<file path="src/rtl/popcnt_pkg.sv">
// -----------------------------------------------------------------------------
// popcnt_pkg
//
// Shared definitions for the sequential population counter:
//   - `High / `Low   : selectable "active" bit values for the ACT parameter
//   - state_t        : 2-bit FSM state type with IDLE / BUSY / DONE encodings
//   - nchunk_f()     : number of CHUNK-bit slices needed to cover IN bits
//
// No ports (package only).
// -----------------------------------------------------------------------------
`ifndef High
`define High 1'b1
`endif
`ifndef Low
`define Low 1'b0
`endif

package popcnt_pkg;

    typedef logic [1:0] state_t;

    localparam state_t ST_IDLE = 2'd0;
    localparam state_t ST_BUSY = 2'd1;
    localparam state_t ST_DONE = 2'd2;

    // ceil(in_w / chunk_w), evaluated at elaboration time
    function automatic int nchunk_f(input int in_w, input int chunk_w);
        return (in_w + chunk_w - 1) / chunk_w;
    endfunction

endpackage

</file>
<file path="src/rtl/cnt_bits.sv">
// -----------------------------------------------------------------------------
// cnt_bits
//
// Purely combinational bit counter: returns how many bits of i_vec equal ACT.
//
// Parameters:
//   IN   : input width
//   ACT  : bit value that is counted (`High or `Low)
//   OUT  : result width, $clog2(IN)+1 (not overridden)
//
// Ports:
//   i_vec  in   IN   vector to count
//   o_cnt  out  OUT  number of bits equal to ACT
// -----------------------------------------------------------------------------
module cnt_bits
#(
    parameter int   IN  = 64,
    parameter logic ACT = `High,
    localparam int  OUT = $clog2(IN) + 1
) (
    input  logic [IN-1:0]  i_vec,
    output logic [OUT-1:0] o_cnt
);

    // NOTE: blocking assignments are correct here -- this is combinational
    // logic that accumulates through the loop, and the default assignment
    // at the top guarantees no latch is inferred.
    always_comb begin
        o_cnt = '0;
        for (int i = 0; i < IN; i++) begin
            o_cnt = o_cnt + OUT'(i_vec[i] == ACT);
        end
    end

endmodule

</file>
<file path="src/rtl/popcnt_seq.sv">
// -----------------------------------------------------------------------------
// popcnt_seq
//
// Sequential population counter. A wide IN-bit vector is accepted over a
// valid/ready handshake, stored in a shift register and counted CHUNK bits
// per cycle through a single cnt_bits instance. The accumulated count is
// returned over a second valid/ready handshake.
//
// Optional feature (compile-time macro):
//   POPCNT_SEQ_EARLY_EXIT_EN - finish as soon as every unprocessed bit above
//                              the current chunk is inactive (~ACT). The count
//                              value is unchanged; only the latency shrinks.
//
// Parameters:
//   IN     : input vector width (>= 2)
//   CHUNK  : bits counted per cycle (1..IN)
//   ACT    : bit value that is counted (`High or `Low)
//   OUT    : result width, $clog2(IN)+1 (not overridden)
//
// Ports:
//   clk        in   1      sole clock, rising edge
//   reset      in   1      asynchronous active-high reset
//   in_valid   in   1      in holds a vector to count
//   in_ready   out  1      block can accept a vector (state IDLE)
//   in         in   IN     vector to count, sampled on the accept edge only
//   out_valid  out  1      out holds a finished count (state DONE)
//   out_ready  in   1      consumer takes out
//   out        out  OUT    number of bits equal to ACT
//   busy       out  1      a vector is being counted (state BUSY)
// -----------------------------------------------------------------------------
module popcnt_seq
    import popcnt_pkg::*;
#(
    parameter int   IN    = 512,
    parameter int   CHUNK = 64,
    parameter logic ACT   = `High,
    localparam int  OUT   = $clog2(IN) + 1
) (
    input  logic           clk,
    input  logic           reset,
    input  logic           in_valid,
    output logic           in_ready,
    input  logic [IN-1:0]  in,
    output logic           out_valid,
    input  logic           out_ready,
    output logic [OUT-1:0] out,
    output logic           busy
);

    localparam int NCHUNK = nchunk_f(IN, CHUNK);
    localparam int TOT    = NCHUNK * CHUNK;
    localparam int PAD    = TOT - IN;
    localparam int IDXW   = (NCHUNK > 1) ? $clog2(NCHUNK) : 1;
    localparam int CW     = $clog2(CHUNK) + 1;

    // -------------------------------------------------------------------------
    // State
    // -------------------------------------------------------------------------
    state_t            r_state;
    logic [TOT-1:0]    r_shift;
    logic [IDXW-1:0]   r_idx;
    logic [OUT-1:0]    r_acc;

    logic [TOT-1:0]    w_load;
    logic [TOT-1:0]    w_shift_next;
    logic [CW-1:0]     w_cnt;
    logic              w_last;
    logic              w_exit;

    // -------------------------------------------------------------------------
    // Load value: pad bits above IN-1 are set to the inactive value so the
    // final partial chunk never counts them.
    // -------------------------------------------------------------------------
    generate
        if (PAD > 0) begin : g_pad
            assign w_load = {{PAD{~ACT}}, in};
        end else begin : g_nopad
            assign w_load = in;
        end
    endgenerate

    // -------------------------------------------------------------------------
    // Next shift value: drop the processed chunk and refill from the top with
    // the inactive value, so the upper region only ever holds bits that are
    // either still to be counted or guaranteed not to count.
    // -------------------------------------------------------------------------
    generate
        if (NCHUNK > 1) begin : g_shift_multi
            assign w_shift_next = {{CHUNK{~ACT}}, r_shift[TOT-1:CHUNK]};
        end else begin : g_shift_single
            assign w_shift_next = {TOT{~ACT}};
        end
    endgenerate

    // -------------------------------------------------------------------------
    // Per-cycle slice counter
    // -------------------------------------------------------------------------
    cnt_bits #(
        .IN  (CHUNK),
        .ACT (ACT)
    ) u_cnt_bits (
        .i_vec (r_shift[CHUNK-1:0]),
        .o_cnt (w_cnt)
    );

    assign w_last = (r_idx == IDXW'(NCHUNK - 1));

`ifdef POPCNT_SEQ_EARLY_EXIT_EN
    // -------------------------------------------------------------------------
    // Early exit: the current chunk is the last one that matters when every
    // bit above it is inactive. Because the refill is also inactive, this
    // stays true once reached and never depends on the chunk index.
    // -------------------------------------------------------------------------
    logic w_rest_inactive;

    generate
        if (NCHUNK > 1) begin : g_ee_multi
            logic [TOT-CHUNK-1:0] w_upper;
            assign w_upper = r_shift[TOT-1:CHUNK];
            if (ACT) begin : g_ee_high
                assign w_rest_inactive = ~|w_upper;
            end else begin : g_ee_low
                assign w_rest_inactive = &w_upper;
            end
        end else begin : g_ee_single
            assign w_rest_inactive = 1'b1;
        end
    endgenerate

    assign w_exit = w_last | w_rest_inactive;
`else
    assign w_exit = w_last;
`endif

    // -------------------------------------------------------------------------
    // FSM + datapath
    // -------------------------------------------------------------------------
    // NOTE: every register here, including the wide shift register, is
    // asynchronously reset; it is a plain flop array, not a RAM, so the reset
    // costs nothing special and gives a fully defined power-up state.
    always_ff @(posedge clk or posedge reset) begin
        if (reset) begin
            r_state <= ST_IDLE;
            r_shift <= '0;
            r_idx   <= '0;
            r_acc   <= '0;
        end else begin
            case (r_state)
                ST_IDLE: begin
                    if (in_valid) begin
                        r_state <= ST_BUSY;
                        r_shift <= w_load;
                        r_idx   <= '0;
                        r_acc   <= '0;
                    end
                end
                ST_BUSY: begin
                    // The maximum total is IN, which fits in OUT bits.
                    r_shift <= w_shift_next;
                    r_idx   <= r_idx + IDXW'(1);
                    r_acc   <= r_acc + OUT'(w_cnt);
                    if (w_exit) begin
                        r_state <= ST_DONE;
                    end
                end
                ST_DONE: begin
                    if (out_ready) begin
                        r_state <= ST_IDLE;
                    end
                end
                default: begin
                    r_state <= ST_IDLE;
                end
            endcase
        end
    end

    // -------------------------------------------------------------------------
    // Outputs: pure decodes of registered state
    // -------------------------------------------------------------------------
    assign in_ready  = (r_state == ST_IDLE);
    assign busy      = (r_state == ST_BUSY);
    assign out_valid = (r_state == ST_DONE);
    assign out       = r_acc;

endmodule

</file>
<file path="config.mk">
export PLATFORM = sky130hd
export DESIGN_NAME = popcnt_seq
export DESIGN_NICKNAME = d
export VERILOG_FILES = /design/src/rtl/popcnt_pkg.sv /design/src/rtl/cnt_bits.sv /design/src/rtl/popcnt_seq.sv
export SDC_FILE = /design/constraint.sdc
export NUM_CORES = 1
export LEC_CHECK = 0
export ABC_CLOCK_PERIOD_IN_PS = 40000
export CAP_MARGIN = 20
export CORE_MARGIN = 2
export CORE_UTILIZATION = 55
export DETAILED_ROUTE_END_ITERATION = 7
export HOLD_SLACK_MARGIN = 0.02
export PLACE_DENSITY_LB_ADDON = 0.25
export SLEW_MARGIN = 20
export SYNTH_ARGS = -nofsm -noshare
export SYNTH_HDL_FRONTEND = slang
export SYNTH_SLANG_ARGS = --single-unit
</file>
<file path="constraint.sdc">
create_clock -name clk -period 40 [get_ports clk]
set_input_delay 4 -clock clk [delete_from_list [all_inputs] [get_ports clk]]
set_output_delay 4 -clock clk [all_outputs]
set_load 0.01 [all_outputs]
</file>
Word level (Yosys, flattened, before mapping)
Cells that the tools add are included.

cells by class
  muxes and demuxes = 10
  add/subtract/negate cells = 65
  bitwise logic cells = 0
  reductions and logical operators = 4
  eq/ne operators = 6
  multiply operators = 0
  divide/modulo/power cells = 0
  order comparisons = 0
  shifts and indexed selects = 0

operators by type and width
  operator                                             number
  case mux 512 bit (2 select lines)                    1
  two-way mux 512 bit                                  1
  adder 7 x 1 -> 7 bit                                 62
  case mux 10 bit (2 select lines)                     1
  adder 10 x 7 -> 10 bit                               1
  two-way mux 10 bit                                   1
  two-way mux 2 bit                                    3
  case mux 2 bit (3 select lines)                      1
  case mux 3 bit (2 select lines)                      1
  != test 2 x 1 -> 1 bit, second input constant        2
  adder 3 x 1 -> 3 bit, second input constant          1
  equality test 3 bit, second input constant           1
  two-way mux 3 bit                                    1
  AND reduction 3 bit                                  1
  adder 1 x 1 -> 2 bit                                 1
  equality test 2 x 1 -> 1 bit, second input constant  1
  equality test 2 bit, second input constant           1
  logical NOT 2 bit                                    1
  != test 2 bit, second input constant                 1
  AND reduction 2 bit                                  1
  nonzero test 2 bit                                   1

word-level totals
  bits of input ports = 516
  memories = 0
  logic and storage cells = 89
  ROM bits = 0
  output and inout bits = 13
  bits in latches = 0
  register bits after elaboration = 527
  memory bits (writable) = 0

Logic depth before layout (Yosys ltp)
Gate-level depths: netlist of the first run.

  word-level depth = 65
  mapped depth = 24
  mapped depth without buffers = 24

Modules after synthesis
A second synthesis of the first run with hierarchy kept.

unflattened totals
  cells, all modules = 2884
  area total of the unflattened synthesis = 26226.4 um^2

modules (own cells, without submodules)
  module      cells each  instances  sequential area each (um^2)  area an instance (um^2)
  popcnt_seq  2702        1          13187.6                      24451.0
  cnt_bits    182         1          0.0                          1775.5

Least setup slack after synthesis of the first run
Ideal clock, no wire load.

  path type = register to register
  from = register r_shift[0]
  to = register r_acc[6], in the netlist out[6]
  library setup time = 0.122 ns
  clock period less this slack = 6.809 ns
  path slack = 33.191 ns
  required time = 39.878 ns
  data arrival time = 6.687 ns
  stages on the path, launching flop included = 22
  buffers on the path = 0
  cells stage by stage = dfrtp_1 > ha_1 > inv_1 > fa_1 > fa_1 > fa_1 > fa_1 > fa_1 > fa_1 > fa_1 > fa_1 > fa_1 > fa_1 > inv_1 > a21o_1 > a21oi_1 > xnor2_1 > ha_1 > o211a_1 > o31a_1 > or3_1 > a32o_1

between the ends
  word-level cells in the longest chain between the ends = 65

ends and longest elaborated chain
  item                                 RTL line           RTL
  start, declared                      popcnt_seq.sv:60   logic [TOT-1:0] r_shift;
  start signal, assigned               popcnt_seq.sv:152  r_shift <= w_load;
  start signal, assigned               popcnt_seq.sv:159  r_shift <= w_shift_next;
  adder 1 x 1 -> 2 bit                 cnt_bits.sv:31     o_cnt = o_cnt + OUT'(i_vec[i] == ACT);
  adder 7 x 1 -> 7 bit (62 in series)  cnt_bits.sv:31
  adder 10 x 7 -> 10 bit               popcnt_seq.sv:161  r_acc <= r_acc + OUT'(w_cnt);
  case mux 10 bit (2 select lines)     popcnt_seq.sv:148  case (r_state)
  end signal, assigned                 popcnt_seq.sv:161
  end, declared                        popcnt_seq.sv:62   logic [OUT-1:0] r_acc;

No other way between the ends.
A chain may end at the register's enable or synchronous reset.

Worst setup path in the final report of the first run
  from = register r_shift[1]
  to = register r_acc[6], in the netlist out[6]

The elaborated chain is that of the path after synthesis.

==> reports/metrics.csv, run 1 <==
stage,metric,value,unit
setup_path,Crit Path Class,flip-flop to flip-flop,
routing,Detail Route Antenna Nets,0,
finish,filler instances,3264,
finish,Layout area overhead,28.67,%
placement,area post-placement,0.02980,sq mm
logic_synthesis,register area share after synthesis,53.55,%
setup_path,R2R cell count,21,
setup_path,R2R Path End,out[6]$_DFFE_PP0P_,
hold_path,hold worst-path end,r_shift[386]$_DFFE_PP0P_,
hold_path,HP Start,r_shift[386]$_DFFE_PP0P_,
timing,hold_ws,0.4798,ns
setup_path,CP Capture Type,flip-flop,
logic_synthesis,count of cell types in the netlist,42,
clock_network,Num CTS Buffers,54,
run,max-cap violation count,0,
clock_network,Hold Buf Count CTS,0,
global_routing,overall routing resource usage,33.05,%
clock_network,clock sink count,527,
routing,vias,21140,
clock_network,CTS-repair resized insts,0,
setup_path,Crit-path slowest cell,fa_1,
global_routing,grt total ovfl,0,
logic_synthesis,Synth top area share,53.55,%
global_routing,vias in the first global route,20960,
logic_synthesis,Synth Warn #,0,
logic_synthesis,"Avg Cell Area, Syn",9.523,sq um
timing,Tcrit/Tclk final,18.14,%
routing,number of remaining DRC errors,0,
finish,layout cells sized above 1,3.912,%
routing,drt pass-1 iters,6,
routing,average wire per standard cell,21.35,um
logic_synthesis,Yosys reg bits,527,
routing,Vias per Instance,5.813,
finish,"commonest non-fill, non-tap cell in the layout",nand2_1,
timing,minimum clock period,7.257,ns
setup_path,crit path max fanout,5,
finish,design area,0.03169,sq mm
clock_network,H-tree level count,2,
floorplanning,Placeable Area,0.04422,sq mm
clock_network,clk slew on worst S/H paths,0.06,ns
logic_synthesis,Synth async-reset ratio,100.0,%
floorplanning,Die ar.,0.04649,sq mm
timing,Slew @ Worst Pin,1.143,ns
clock_network,clock root buffer,clkbuf_16,
logic_synthesis,Synth area leader,dfrtp_1,
clock_network,Clock Latency Late Sink,0.61,ns
global_routing,first-pass GRT wire length,119000,um
hold_path,Hold Crit Class,flip-flop to flip-flop,
timing,Fin. Hold Viols,0,
logic_synthesis,Synth area leaders,"dfrtp_1, nand2_1, a22oi_1",
setup_path,buffer and inverter count on the worst path,2,
placement,routability-driven placement congestion ratio,0.9462,
timing,Slew HR,23.79,%
timing,RSZ-0062 raised after global routing,false,
floorplanning,I/O pin count,529,
setup_path,CP arrival,7.73,ns
timing,Final Setup Violations,0,
floorplanning,site row count,77,
placement,dpl hpwl,54120,um
floorplanning,Starting Density,55.69,%
routing,initial drt markers,2847,
timing,final clock skew,0.02019,ns
setup_path,CP top delay family,adder cells,
logic_synthesis,syn_nets,3183,
timing,TNS Setup,0,ns
setup_path,Worst EP required,40.48,ns
global_routing,antenna violations before repair,35,
setup_path,Crit path top cell by count,fa_1,
clock_network,TritonCTS clock tree,built,
placement,# port buffers,528,
hold_path,hold depth,2,
logic_synthesis,Main synth FF type,dfrtp_1,
logic_synthesis,"EDFF count, synth",0,
logic_synthesis,Mapped Cells,2586,
logic_synthesis,Synth Cell Area,0.02463,sq mm
setup_path,CP Launch Type,flip-flop,
clock_network,number of post-CTS setup repair buffers,0,
setup_path,Crit Reg-Reg Startpoint,r_shift[1]$_DFFE_PP0P_,
finish,most frequent cells in the layout,"nand2_1, clkdlybuf4s50_1, dfrtp_1",
routing,final wirelength,77650,um
floorplanning,Die Span Y,215.6,um
clock_network,CTS Buffer Depth,3,
floorplanning,Die Width,215.6,um
run_status,status,"finished, final reports clean",
setup_path,CP peak stage delay,0.56,ns
timing,"Slew Viols, Final",0,
timing,Max Clock Freq,137.8,MHz
global_routing,largest net degree at the start of global routing,273,
setup_path,r2r setup slk,32.74,ns
finish,Nets,3570,
setup_path,worst path cell trace,ha_1 -> inv_1 -> fa_1 -> fa_1 -> fa_1 -> fa_1 -> fa_1 -> fa_1 -> fa_1 -> fa_1 -> fa_1 -> fa_1 -> inv_1 -> a21o_1 -> a21oi_1 -> xnor2_1 -> ha_1 -> o211a_1 -> o31a_1 -> or3_1 -> a32o_1,
-- how the worst max path moves through the flow --
stage	start	end	slack, ns	depth (start not counted)
2_1_floorplan	reset	out[0]$_DFFE_PP0P_	21.27	1
5_1_grt	r_shift[1]$_DFFE_PP0P_	out[6]$_DFFE_PP0P_	32.55	21
3_5_place_dp	in_valid	r_shift[266]$_DFFE_PP0P_	32.36	7
3_3_place_gp	in_valid	r_shift[464]$_DFFE_PP0P_	32.41	6
4_1_cts	r_shift[1]$_DFFE_PP0P_	out[6]$_DFFE_PP0P_	32.76	21
6_report	r_shift[1]$_DFFE_PP0P_	out[6]$_DFFE_PP0P_	32.74	21
-- state kept, by name, summed over array words and instances (netlist names) --
register,flops
out,10
r_idx,3
r_shift,512
r_state,2
-- worst register-to-register path, cell delays in order, from the launching register on --
cell	delay [ns]
dfrtp_1	0.39
ha_1	0.27
inv_1	0.04
fa_1	0.46
fa_1	0.56
fa_1	0.46
fa_1	0.51
fa_1	0.45
fa_1	0.55
fa_1	0.44
fa_1	0.47
fa_1	0.43
fa_1	0.47
inv_1	0.07
a21o_1	0.11
a21oi_1	0.09
xnor2_1	0.14
ha_1	0.35
o211a_1	0.15
o31a_1	0.12
or3_1	0.35
a32o_1	0.25
-- logic make-up after synthesis --
| family | count (synthesis) | synth area share (%) |
|---|---|---|
| simple gates | 840 | 13.05 |
| flops | 527 | 53.55 |
| xor+xnor | 4 | 0.1423 |
| buf+inv | 314 | 5.858 |
| mux | 3 | 0.1219 |
| fa+ha+maj | 81 | 5.792 |
| compound gates | 817 | 21.49 |
-- synthesized netlist by cell type (all sizes together), types with 2 or more instances --
| cell type | n |
|---|---|
| o21ai | 278 |
| nor2 | 184 |
| and2 | 2 |
| a21o | 2 |
| a21oi | 6 |
| a211oi | 2 |
| clkbuf | 72 |
| mux2i | 3 |
| o21a | 3 |
| a22oi | 268 |
| nand2b | 2 |
| buf | 143 |
| xnor2 | 3 |
| nor2b | 4 |
| a32o | 2 |
| dfrtp | 527 |
| or3 | 3 |
| o211ai | 3 |
| fa | 55 |
| a22o | 68 |
| nand2 | 639 |
| inv | 99 |
| ha | 26 |
| a31oi | 180 |
| nor3 | 2 |
-- metrics by stage --
step,std cells,worst slack [ns],utilization (%)
finish,3637,32.74,71.66
global route,3634,32.55,71.64
CTS,3607,32.76,71.43
detailed placement,3508,32.36,67.39
global placement,3508,32.41,67.39
floorplan,2586,21.27,-
-- area by class of cell --
cell class	count	area [sq um]	share of cell area (%)
antenna	29	72.57	0.2290
tap	592	740.7	2.337
sequential	527	13200	41.64
clock buffer	84	1675	5.287
inverter	99	384.1	1.212
multi-input combinational	1745	10020	31.61
clock inverter	15	115.1	0.3632
timing repair buffer	546	5490	17.33
-- routing by layer --
layer	GRT usage [%]	vias up	routed length, um
li1	-	9747	-
met1	44.59	10300	31350
met2	50.81	919	36590
met3	7.555	164	6397
met4	16.21	14	3216
met5	0	-	99
Power of run 1 is not shown: default switching activity piles up to over one toggle a cycle in this logic, so the estimate is an artifact.
==> run 2: changes to the inputs <==
--- a/config.mk
+++ b/config.mk
@@ -5,10 +5,10 @@
 export SDC_FILE = /design/constraint.sdc
 export NUM_CORES = 1
 export LEC_CHECK = 0
-export ABC_CLOCK_PERIOD_IN_PS = 40000
+export ABC_CLOCK_PERIOD_IN_PS = 6000
 export CAP_MARGIN = 20
 export CORE_MARGIN = 2
-export CORE_UTILIZATION = 55
+export CORE_UTILIZATION = 47
 export DETAILED_ROUTE_END_ITERATION = 7
 export HOLD_SLACK_MARGIN = 0.02
 export PLACE_DENSITY_LB_ADDON = 0.25
==> constraint.sdc (replaced) <==
create_clock -name clk -period 6 [get_ports clk]
set_input_delay 0.6 -clock clk [delete_from_list [all_inputs] [get_ports clk]]
set_output_delay 0.6 -clock clk [all_outputs]
set_load 0.01 [all_outputs]
==> reports/metrics.csv, run 2 (same netlist as run 1, synthesis figures left out) <==
stage,metric,value,unit
timing,Max Clock Freq,142.2,MHz
timing,Tcrit/Tclk final,117.2,%
setup_path,Crit-path slowest cell,fa_1,
global_routing,antenna violations before repair,17,
setup_path,Worst setup startpoint,r_shift[0]$_DFFE_PP0P_,
routing,vias,20990,
setup_path,CP Capture Type,flip-flop,
timing,Fin. Hold Viols,0,
timing,final clock skew,0.02549,ns
timing,Slew @ Worst Pin,1.076,ns
global_routing,first-pass GRT wire length,121700,um
floorplanning,Die Width,232.9,um
clock_network,Num CTS Buffers,56,
run,max-cap violation count,0,
timing,minimum clock period,7.033,ns
hold_path,Hold Crit Class,primary input to async pin,
finish,most frequent cells in the layout,"nand2_1, clkdlybuf4s50_1, dfrtp_1",
timing,"Slew Viols, Final",0,
run_status,violated checks,setup timing,
routing,average wire per standard cell,21.23,um
setup_path,Crit Reg-Reg Startpoint,r_shift[0]$_DFFE_PP0P_,
placement,pre-CTS setup slack,-0.9875,ns
setup_path,Worst EP required,6.48,ns
floorplanning,Placeable Area,0.05151,sq mm
placement,routability-driven placement congestion ratio,0.9048,
clock_network,Clock Latency Late Sink,0.62,ns
floorplanning,Starting Density,47.81,%
floorplanning,Die ar.,0.05424,sq mm
placement,cell total after placement,3623,
finish,Nets,3601,
finish,largest reg by FF count,r_shift,
timing,hold_ws,0.3174,ns
timing,RSZ-0062 raised after global routing,true,
setup_path,worst path cell trace,ha_1 -> inv_1 -> fa_1 -> fa_1 -> fa_1 -> fa_1 -> fa_1 -> fa_1 -> fa_1 -> fa_1 -> fa_2 -> fa_2 -> inv_2 -> a21o_1 -> a21oi_2 -> xnor2_2 -> ha_1 -> o211a_1 -> o31a_1 -> or3_1 -> a32o_1,
clock_network,Hold Buf Count CTS,0,
setup_path,Crit Path Class,flip-flop to flip-flop,
finish,layout cells sized above 1,5.410,%
finish,"commonest non-fill, non-tap cell in the layout",nand2_1,
placement,# port buffers,528,
clock_network,H-tree level count,2,
global_routing,overall routing resource usage,29.27,%
clock_network,clk slew on worst S/H paths,0.06,ns
timing,Final Setup Violations,9,
global_routing,grt total ovfl,0,
setup_path,Crit path top cell by count,fa_1,
floorplanning,site row count,83,
run_status,status,finished with violations,
setup_path,CP peak stage delay,0.52,ns
clock_network,CTS Buffer Depth,3,
routing,Detail Route Antenna Nets,0,
routing,number of remaining DRC errors,0,
clock_network,clock sink count,527,
routing,final wirelength,79520,um
global_routing,largest net degree at the start of global routing,151,
routing,drt pass-1 iters,6,
timing,Slew HR,28.27,%
setup_path,CP Launch Type,flip-flop,
floorplanning,Die Span Y,232.9,um
setup_path,crit path max fanout,2,
global_routing,vias in the first global route,21010,
placement,dpl hpwl,56920,um
setup_path,CP arrival,7.51,ns
routing,initial drt markers,2213,
finish,Layout area overhead,30.47,%
floorplanning,I/O pin count,529,
routing,Vias per Instance,5.604,
clock_network,TritonCTS clock tree,built,
finish,fin cells,3745,
clock_network,clock root buffer,clkbuf_16,
timing,setup ws final,-1.033,ns
finish,number of flip-flops in the largest register,512,
[run 2: metal layers]
metal  global-route usage [%]  share of wire (%)
met1                    39.92                 42
met2                    45.97                 47
met3                    6.176                7.3
met4                    11.29                3.6
met5                        0               0.11
[run 2: area by class of cell]
cell class	count	area (sq um)
repair buffers	575	5724
fillers	4403	19380
diodes	15	37.54
multi-input cells	1745	10090
clock inverters	22	210.2
clock buffers	82	1640
well taps	680	850.8
inverters	99	380.4
flip-flops and latches	527	13200
[run 2: stage by stage]
stage	utilization [%]	TNS [ns]	instance area [sq um]
floorplan	-	-931.70	24650
global placement	58.54	-5.171	30150
detailed placement	58.54	-6.327	30150
CTS	62.23	-6.649	32050
global route	62.36	-8.042	32120
finish	62.38	-6.504	32130
[run 2: path summary, 6_finish.rpt]
check                      slack [ns]  cells after the start                        to
hold / removal                   0.32                      2   r_shift[89]$_DFFE_PP0P_
setup / recovery                -1.03                     21        out[6]$_DFFE_PP0P_
max in group asynchronous        4.03                      4  r_shift[416]$_DFFE_PP0P_
hold reg to reg                  0.48                      2  r_shift[419]$_DFFE_PP0P_
setup reg to reg                -1.03                     21        out[6]$_DFFE_PP0P_
min in group clk                 0.48                      2  r_shift[419]$_DFFE_PP0P_
[run 2: what timing repair did]
action	in CTS	in global routing
gates cloned	0	0
pin swaps	7	12
endpoints found under the setup margin	9	9
hold endpoints to repair	0	0
buffers inserted	2	2
resized for setup	11	10
[run 2: critical path: cells and delay by family, from the launching register on]
family                     cells  cell delay [ns]
adders and majority gates     12             5.22
AOI/OAI and AO/OA              5             0.71
DFF                            1             0.39
and+or+nand+nor                1             0.36
xor gates and xnor gates       1             0.14
buffers and inverters          2             0.10
Power of run 2 is left out for the same reason.
